<file path="src/rtl/dmem_rr_arbiter.sv">
// Two-requester round-robin arbiter sharing one data-memory/MMIO request port; load responses steered back by an in-order source-ID FIFO.
// Latency: request path 0 cycles (combinational grant + mux), response path 0 cycles (combinational steer).
// Backpressure: mN_req_ready = grant_N & s_req_ready; loads stall while OUTST_DEPTH loads are outstanding, stores never do; responses cannot be stalled.
//
// Ports:
//   clk, rst_n              clock, asynchronous active-low reset
//   mN_req_*  (N = 0, 1)    requester valid/ready request channel (we, addr, wdata, wstrb, tag)
//   mN_rsp_*  (N = 0, 1)    steered load response (valid, rdata, tag), no ready
//   s_req_*                 shared downstream request channel
//   s_rsp_*                 downstream load response, returned in issue order
//   outst_cnt               number of loads issued but not yet answered
//   err_spurious_rsp        sticky flag: a response arrived with nothing outstanding

// Small generic synchronous FIFO with a combinational head output.
// Latency: a pushed entry is visible at the head the cycle after the push.
// Backpressure: none internally; the caller must not push when full or pop when empty.
module dmem_rr_id_fifo #(
    parameter int W     = 1,
    parameter int DEPTH = 4
) (
    input  logic                       clk,
    input  logic                       rst_n,
    input  logic                       push_i,
    input  logic [W-1:0]               din_i,
    input  logic                       pop_i,
    output logic [W-1:0]               dout_o,
    output logic [$clog2(DEPTH):0]     count_o,
    output logic                       empty_o,
    output logic                       full_o
);
    localparam int AW = $clog2(DEPTH);

    logic [W-1:0]  mem_q [DEPTH];
    logic [AW-1:0] wr_ptr_q;
    logic [AW-1:0] rd_ptr_q;
    logic [AW:0]   count_q;

    // DEPTH is a power of two, so the pointers wrap naturally.
    always_ff @(posedge clk or negedge rst_n) begin
        if (!rst_n) begin
            for (int i = 0; i < DEPTH; i++) begin
                mem_q[i] <= '0;
            end
            wr_ptr_q <= '0;
            rd_ptr_q <= '0;
            count_q  <= '0;
        end else begin
            if (push_i) begin
                mem_q[wr_ptr_q] <= din_i;
                wr_ptr_q        <= wr_ptr_q + 1'b1;
            end
            if (pop_i) begin
                rd_ptr_q <= rd_ptr_q + 1'b1;
            end
            case ({push_i, pop_i})
                2'b10:   count_q <= count_q + 1'b1;
                2'b01:   count_q <= count_q - 1'b1;
                default: count_q <= count_q;
            endcase
        end
    end

    assign dout_o  = mem_q[rd_ptr_q];
    assign count_o = count_q;
    assign empty_o = (count_q == '0);
    assign full_o  = (count_q == (AW+1)'(DEPTH));

endmodule

// Round-robin arbiter top.
// Latency: 0 cycles request, 0 cycles response.
// Backpressure: ready only for the granted requester and only when downstream is ready; full tracking FIFO blocks loads only.
module dmem_rr_arbiter #(
    parameter int ADDR_W      = 32,
    parameter int DATA_W      = 32,
    parameter int LDTAG_W     = 4,
    parameter int OUTST_DEPTH = 4
) (
    input  logic                          clk,
    input  logic                          rst_n,

    input  logic                          m0_req_valid,
    output logic                          m0_req_ready,
    input  logic                          m0_req_we,
    input  logic [ADDR_W-1:0]             m0_req_addr,
    input  logic [DATA_W-1:0]             m0_req_wdata,
    input  logic [DATA_W/8-1:0]           m0_req_wstrb,
    input  logic [LDTAG_W-1:0]            m0_req_tag,
    output logic                          m0_rsp_valid,
    output logic [DATA_W-1:0]             m0_rsp_rdata,
    output logic [LDTAG_W-1:0]            m0_rsp_tag,

    input  logic                          m1_req_valid,
    output logic                          m1_req_ready,
    input  logic                          m1_req_we,
    input  logic [ADDR_W-1:0]             m1_req_addr,
    input  logic [DATA_W-1:0]             m1_req_wdata,
    input  logic [DATA_W/8-1:0]           m1_req_wstrb,
    input  logic [LDTAG_W-1:0]            m1_req_tag,
    output logic                          m1_rsp_valid,
    output logic [DATA_W-1:0]             m1_rsp_rdata,
    output logic [LDTAG_W-1:0]            m1_rsp_tag,

    output logic                          s_req_valid,
    input  logic                          s_req_ready,
    output logic                          s_req_we,
    output logic [ADDR_W-1:0]             s_req_addr,
    output logic [DATA_W-1:0]             s_req_wdata,
    output logic [DATA_W/8-1:0]           s_req_wstrb,
    output logic [LDTAG_W-1:0]            s_req_tag,
    input  logic                          s_rsp_valid,
    input  logic [DATA_W-1:0]             s_rsp_rdata,
    input  logic [LDTAG_W-1:0]            s_rsp_tag,

    output logic [$clog2(OUTST_DEPTH):0]  outst_cnt,
    output logic                          err_spurious_rsp
);
    localparam int CNT_W = $clog2(OUTST_DEPTH) + 1;

    // Round-robin pointer: 0 = m0 wins a tie, 1 = m1 wins a tie.
    logic rr_ptr_q, rr_ptr_d;
    logic err_q, err_d;

    logic elig0, elig1;
    logic gnt0, gnt1;
    logic gnt_id;
    logic fire;
    logic push, pop;
    logic fifo_head;
    logic fifo_empty, fifo_full;
    logic [CNT_W-1:0] fifo_count;

    // Full check uses the registered count: a pop this cycle does not
    // free a slot for a load pushing this cycle.
    assign elig0 = m0_req_valid & (m0_req_we | ~fifo_full);
    assign elig1 = m1_req_valid & (m1_req_we | ~fifo_full);

    assign gnt0   = elig0 & (~elig1 | ~rr_ptr_q);
    assign gnt1   = elig1 & (~elig0 |  rr_ptr_q);
    assign gnt_id = gnt1;

    // Request mux; payload follows m0 when nothing is granted, which is
    // harmless since s_req_valid is then 0.
    always_comb begin
        s_req_valid = gnt0 | gnt1;
        s_req_we    = m0_req_we;
        s_req_addr  = m0_req_addr;
        s_req_wdata = m0_req_wdata;
        s_req_wstrb = m0_req_wstrb;
        s_req_tag   = m0_req_tag;
        if (gnt1) begin
            s_req_we    = m1_req_we;
            s_req_addr  = m1_req_addr;
            s_req_wdata = m1_req_wdata;
            s_req_wstrb = m1_req_wstrb;
            s_req_tag   = m1_req_tag;
        end
    end

    assign m0_req_ready = gnt0 & s_req_ready;
    assign m1_req_ready = gnt1 & s_req_ready;

    assign fire = s_req_valid & s_req_ready;
    assign push = fire & ~s_req_we;
    // A response with nothing outstanding is dropped, not popped.
    assign pop  = s_rsp_valid & ~fifo_empty;

    dmem_rr_id_fifo #(
        .W     (1),
        .DEPTH (OUTST_DEPTH)
    ) u_id_fifo (
        .clk     (clk),
        .rst_n   (rst_n),
        .push_i  (push),
        .din_i   (gnt_id),
        .pop_i   (pop),
        .dout_o  (fifo_head),
        .count_o (fifo_count),
        .empty_o (fifo_empty),
        .full_o  (fifo_full)
    );

    // Response steering: the FIFO head names the requester that issued
    // the oldest outstanding load. Data and tag fan out to both; only
    // the valid is steered.
    assign m0_rsp_valid = pop & ~fifo_head;
    assign m1_rsp_valid = pop &  fifo_head;
    assign m0_rsp_rdata = s_rsp_rdata;
    assign m1_rsp_rdata = s_rsp_rdata;
    assign m0_rsp_tag   = s_rsp_tag;
    assign m1_rsp_tag   = s_rsp_tag;

    always_comb begin
        rr_ptr_d = rr_ptr_q;
        err_d    = err_q;
        if (fire) begin
            rr_ptr_d = ~gnt_id;
        end
        if (s_rsp_valid && fifo_empty) begin
            err_d = 1'b1;
        end
    end

    always_ff @(posedge clk or negedge rst_n) begin
        if (!rst_n) begin
            rr_ptr_q <= 1'b0;
            err_q    <= 1'b0;
        end else begin
            rr_ptr_q <= rr_ptr_d;
            err_q    <= err_d;
        end
    end

    assign outst_cnt        = fifo_count;
    assign err_spurious_rsp = err_q;

endmodule

</file>
<file path="config.mk">
export PLATFORM = sky130hd
export DESIGN_NAME = dmem_rr_arbiter
export DESIGN_NICKNAME = d
export VERILOG_FILES = /design/src/rtl/dmem_rr_arbiter.sv
export SDC_FILE = /design/constraint.sdc
export NUM_CORES = 1
export LEC_CHECK = 0
export BUFFER_PORTS_ARGS = -buffer_cell sky130_fd_sc_hd__buf_2
export CAP_MARGIN = 20
export CELL_PAD_IN_SITES_DETAIL_PLACEMENT = 1
export CELL_PAD_IN_SITES_GLOBAL_PLACEMENT = 1
export CORE_ASPECT_RATIO = 0.6
export CORE_MARGIN = 4
export CORE_UTILIZATION = 19
export CTS_BUF_LIST = sky130_fd_sc_hd__clkbuf_8
export CTS_CLUSTER_DIAMETER = 40
export DETAILED_ROUTE_END_ITERATION = 7
export GPL_TIMING_DRIVEN = 0
export HOLD_SLACK_MARGIN = 0.12
export PLACE_DENSITY = 0.89
export SLEW_MARGIN = 20
export SYNTH_ARGS = -nofsm -noshare
export SYNTH_HDL_FRONTEND = slang
export SYNTH_SLANG_ARGS = --single-unit
</file>
<file path="constraint.sdc">
create_clock -name clk -period 2.2 [get_ports clk]
set_input_delay 0.44 -clock clk [delete_from_list [all_inputs] [get_ports clk]]
set_output_delay 0.44 -clock clk [all_outputs]
set_load 0.005 [all_outputs]
</file>
Word-level counts from Yosys, hierarchy flattened
Cells that the tools add are included.
{ "totals": {"wordCells": 61, "out_inout_bits": 154, "reg_bits": 13, "inputBits": 188} }
{ "op_classes": {"magnitude_cmp": 3, "eq_ne": 3, "add_sub_neg": 4, "reduce_logical": 4, "bitwise_logic": 26, "n_mux": 12} }
{ "op_table": {"columns": ["operator", "count"], "rows": [
  ["two-way mux 32 bit", 2],
  ["bitwise AND 1 bit", 11],
  ["two-way mux 4 bit", 2],
  ["inverter 1 bit", 8],
  ["greater-or-equal comparator 3 bit (second input constant)", 2],
  ["inverter 2 -> 3 bit", 2],
  ["one-hot mux 3 bit (2 select lines)", 1],
  ["bitwise OR 1 bit", 5],
  ["adder 2 x 1 -> 2 bit (second input constant)", 2],
  ["bitwise mux 4 bit", 1],
  ["two-way mux 1 bit", 4],
  ["adder 3 x 1 -> 3 bit (second input constant)", 1],
  ["equality test 3 bit (second input constant)", 1],
  ["zero test 3 bit", 1],
  ["< comparator 3 x 1 -> 1 bit (second input constant)", 1],
  ["subtractor 3 x 1 -> 3 bit (second input constant)", 1],
  ["binary-select mux 1 bit (select 2 bit)", 1],
  ["demux 1 bit (select 2 bit)", 1],
  ["equality test 2 x 1 -> 1 bit (second input constant)", 1],
  ["equality test 2 bit (second input constant)", 1],
  ["logical AND 1 bit", 2],
  ["nonzero test 2 bit", 1]
]} }

Longest topological paths before layout
{ "depth": {"word_depth": 12, "depth_mapped": 10, "depth_no_buf": 10} }

By module
Synthesis repeated with hierarchy kept, for this count alone.
{ "hier_totals": {"cells_unflattened": 225, "area_unflattened_um2": 2381.0} }
{ "modules_own_cells": {"columns": ["mod", "instances", "cells_each", "area_each_um2", "seq_area_each_um2"], "rows": [
  ["dmem_rr_arbiter", 1, 179, 1820.5, 50.0],
  ["dmem_rr_id_fifo", 1, 46, 560.5, 275.3]
]} }

Worst setup path after synthesis
No wires, ideal clock.
{ "synth_timing": {"path_type": "register -> output", "startpoint": "register u_id_fifo.count_q[0] (netlist: u_id_fifo.count_o[0])", "endpoint": "output port s_req_addr[10]", "stages_incl_launch_ff": 8, "path_buffers": 3, "slack_ns": -0.046, "arrival_time_ns": 1.806, "t_required_ns": 1.760, "path_cell_list": "dfrtp_1 or3b_1 buf_6 o21a_4 o21ai_4 buf_12 buf_12 mux2_4"} }
{ "synth_via": {"elab_chain_len": 8, "elab_cells_between_ends": 10, "classes_between": "eq/ne: 1; mux: 1; bitwise: 8"} }
{ "synth_lines": {"columns": ["item", "line", "source"], "rows": [
  ["start, declared", "36", "logic [AW:0] count_q;"],
  ["start signal, assigned", "56", "2'b10: count_q <= count_q + 1'b1;"],
  ["start signal, assigned", "57", "2'b01: count_q <= count_q - 1'b1;"],
  ["start signal, assigned", "58", "default: count_q <= count_q;"],
  ["equality test 3 bit (*)", "66", "assign full_o = (count_q == (AW+1)'(DEPTH));"],
  ["inverter 1 bit (*)", "135, 136", null],
  ["bitwise OR 1 bit", "135", "assign elig0 = m0_req_valid & (m0_req_we | ~fifo_full);"],
  ["bitwise AND 1 bit", "135", null],
  ["inverter 1 bit", "139", "assign gnt1 = elig1 & (~elig0 | rr_ptr_q);"],
  ["bitwise OR 1 bit", "139", null],
  ["bitwise AND 1 bit (*)", "139", null],
  ["two-way mux 32 bit (*)", "151", "if (gnt1) begin"],
  ["end, declared", "107", "output logic [ADDR_W-1:0] s_req_addr,"]
]} }
Every way passes the cells marked *; elsewhere a longest branch is shown, timed or not.

Worst setup path in the final report
{ "layout_timing": {"startpoint": "register u_id_fifo.count_q[1] (netlist: u_id_fifo.count_o[1])", "endpoint": "output port s_req_tag[2]"} }
{ "layout_via": {"elab_chain_len": 8, "elab_cells_between_ends": 10, "classes_between": "eq/ne: 1; mux: 1; bitwise: 8"} }
{ "layout_lines": {"columns": ["item", "line", "source"], "rows": [
  ["equality test 3 bit (*)", "66", null],
  ["inverter 1 bit (*)", "135, 136", null],
  ["bitwise OR 1 bit", "135", null],
  ["bitwise AND 1 bit", "135", null],
  ["inverter 1 bit", "139", null],
  ["bitwise OR 1 bit", "139", null],
  ["bitwise AND 1 bit (*)", "139", null],
  ["two-way mux 4 bit (*)", "151", null],
  ["end, declared", "110", "output logic [LDTAG_W-1:0] s_req_tag,"]
]} }
Marks and branches as above.

==> impl_metrics.toml <==
[status]
outcome = "finished with violations"
violations = "negative setup slack"

[detailed_routing]
dr.first_iter.drc_count = 60
antenna_left = 0
viasPerCell = 4.02
wl_per_cell_um = 19.4
route.vias.total = 2917
wirelength_mm = 14.1
dr.pass1.iters = 4
drc = 0

[worst_setup_path]
endpoint = "s_req_tag[2]"
cpMostUsedCell = "buf_12"
worst_setup_path_start_kind = "register"
cp.arrival_ps = 2270
path_cells = "or3b_1, buf_6, o21a_4, o21ai_4, buf_12, buf_12, mux2_4, buf_2"
setup.worst_path.class = "register to output pin"
worstReg2RegEnd = "u_id_fifo.count_o[2]$_DFFE_PN0P_"
critPathLaunch = "u_id_fifo.count_o[1]$_DFFE_PN0P_"
crit_slowest_cell = "or3b_1"
crit_path_end_kind = "output pin"
cp.required_ps = 1760
rrSetupSlack_ps = -310
path_max_fanout = 10
r2r_cells = 12
r2r_start = "u_id_fifo.count_o[1]$_DFFE_PN0P_"
slowest_delay_ps = 400

[synthesis]
netlist_area_sq_mm = 0.00252
ys_types = 30
synth-edff-count = 0
syn_nets = 417
ys_top_cells_by_area = "mux2_4 (35%), buf_4 (22%), dfrtp_1 (13%)"
synthCells = 223
ys.flop_type = "dfrtp_1"
synth_top_cell_area_share_pct = 35.2
synth_mux_area_share_pct = 45.0
yosys_warnings = 0
ys_ff_latch = 13
synth.most_common_cell = "buf_4"
synth_top_family_by_area = "multiplexers"
avgSynthCellArea_sq_um = 11.3
synth-compound-area-share_pct = 3.03
synth-adder-area-share_pct = 3.28
synthSimpleGateAreaFrac_pct = 4.57
async_flop_share_pct = 100
synth_largest_area_cell = "mux2_4"
seq_area_frac_synth_pct = 12.9
synth_common_cells = "buf_4 (73), mux2_4 (59), mux2_2 (19)"
synth_xor_area_share_pct = 2.09

[floorplan]
initial_core_util_pct = 19.5
dieArea_sq_mm = 0.0152
dieWidth_um = 157
die_h_um = 97.2
core_area_sq_mm = 0.0129
io_pins = 342
core.rowCount = 32

[global_route]
grt_use_total_pct = 16.6
busiest_layer = "met2"
grtUsageMet2_pct = 30.8
grt_max_degree = 14
use_met3_pct = 2.27
grt_pass1_vias = 3276
grt_pass1_wl_mm = 19.7
antenna_found_initial = 0
met1_usage_pct = 21.0
globalRouteOverflowTotal = 0

[final_layout]
fillerInstances = 1573
drive_gt1_share_pct = 90.8
multi_input_area_sq_mm = 0.00152
final_nets = 751
areaGrowthSynthToFinish_pct = 99.1
diodes = 0
seq_area_sq_um = 327

[timing]
slew_violations = 0
finClkSkew_ps = 2.99
max_freq_mhz = 369
period_share_pct = 123
worst_slack_ps = -514
fin_crit_ps = 2710
rsz0062_at_grt = "yes"
relSlewSlack_pct = 79.9
hold_viol = 0
setup_viol = 78
tns_ps = -35040
worst_slew_pin_slew_ps = 302

[cts]
cts_root_buf = "clkbuf_8"
cts_tree = "yes"
cts.clk_slew.worst_paths_ps = 60
htreeDepth = 1
clock_sinks = 13
clock_path_buffers = 2
numCtsBuffers = 3
clock_latency_ps = 240

[pwr]
pwr-share-comb_pct = 79.3
finalPower_w = 0.00320
p_leak_nw = 2.88
p_sw_share_pct = 35.9
p_seq_share_pct = 14.0
p_clk_share_pct = 6.7
p_per_area_mw_per_mm2 = 638
p_int_w = 0.00205
ir_worst_vdd_uv = 525
p_sw_w = 0.00115

[placed_design]
port_buffers = 305
dp_hpwl_mm = 12.0
place_congestion = 0.783
place_worst_setup_slack_ps = -348

[hold_path]
hp-class = "register to register"
whs_path_depth = 1

[flow_run]
cap_violations = 0
[cell families (layout without fill, tap and decap cells)]
group                      count (synthesis)  after routing
AOI/OAI and AO/OA                          8              8
xor gates and xnor gates                   6              6
adders and majority gates                  6              6
buffers and inverters                     90            423
DFF                                       13             13
muxes                                     80             80
and+or+nand+nor                           20             20
[worst max-delay path: cells and delay by family (launching register included)]
| kind | cells | cell delay (ps) |
|---|---|---|
| DFF | 1 | 390 |
| muxes | 1 | 300 |
| AOI/OAI and AO/OA | 2 | 290 |
| and+or+nand+nor | 1 | 400 |
| buffers and inverters | 4 | 640 |
[power groups by stage]
stage	combinational, W	sequential (W)	clock (W)
6_report	0.00254	0.000448	0.000214
5_1_grt	0.00269	0.000464	0.000237
4_1_cts	0.00239	0.000446	0.000222
3_5_place_dp	0.00190	0.000475	0
3_3_place_gp	0.00185	0.000458	0
2_1_floorplan	0.00118	0.000444	0
[metrics by stage]
step	hold WS [ps]	cell area [sq um]	util, %	instances
3_5_place_dp	342	4260	33.0	698
6_report	453	5010	38.9	726
3_3_place_gp	338	4260	33.0	698
5_1_grt	470	5010	38.9	726
4_1_cts	429	4890	37.9	718
2_1_floorplan	144	2520	-	223
[worst min path at each step]
stage	from	endpoint
final	err_spurious_rsp$_DFFE_PN0P_	err_spurious_rsp$_DFFE_PN0P_
after detailed placement	rst_n	u_id_fifo.rd_ptr_q[1]$_DFFE_PN0P_
after global placement	rst_n	u_id_fifo.rd_ptr_q[1]$_DFFE_PN0P_
after CTS	s_rsp_valid	err_spurious_rsp$_DFFE_PN0P_
after global routing	s_rsp_valid	err_spurious_rsp$_DFFE_PN0P_
after floorplan	rst_n	err_spurious_rsp$_DFFE_PN0P_
[layer usage]
metal,wire length (um),up-vias
met5,0,-
met4,103,0
met3,916,4
met2,7370,139
met1,5720,1418
li1,-,1356
[sequential cells by signal, summed over array words and instances (netlist names)]
name,cells
err_spurious_rsp,1
u_id_fifo.wr_ptr_q,2
rr_ptr_q,1
u_id_fifo.mem_q,4
u_id_fifo.count_o,3
u_id_fifo.rd_ptr_q,2
[cells in the final DEF (no fill, tap or decap), drive strengths merged]
cell type    netlist  final
or3b               1      1
and2               1      1
a21o               2      2
inv                9      9
o21ai              2      2
nand2b             3      3
buf               81    408
nand4              4      4
clkbuf             0      4
xnor2              4      4
nor2b              1      1
clkinv             0      1
xor2               2      2
ha                 5      5
mux2i              1      1
dlygate4sd3        0      1
and3               1      1
nand2              3      3
fa                 1      1
nor2               4      4
a32o               1      1
dfrtp             13     13
o21a               2      2
nor3               2      2
mux2              78     78
mux4               1      1
a211oi             1      1
[layout make-up]
class	instances	area share, %
Buffer	80	13.8
Clock buffer	3	0.824
Clock inverter	1	0.0999
Inverter	9	0.724
Multi-Input combinational cell	120	30.4
Sequential cell	13	6.52
Tap cell	170	4.24
Timing Repair Buffer	330	43.4
[repair_timing]
action | in CTS | in global routing
endpoints found under the setup margin | 77 | 79
hold buffers | 1 | 0
buffers inserted | 14 | 8
pin swaps | 3 | 5
hold endpoints to repair | 13 | 0
gates resized for setup | 75 | 18
cloned | 2 | 1
(Power assumes the default switching activity.)
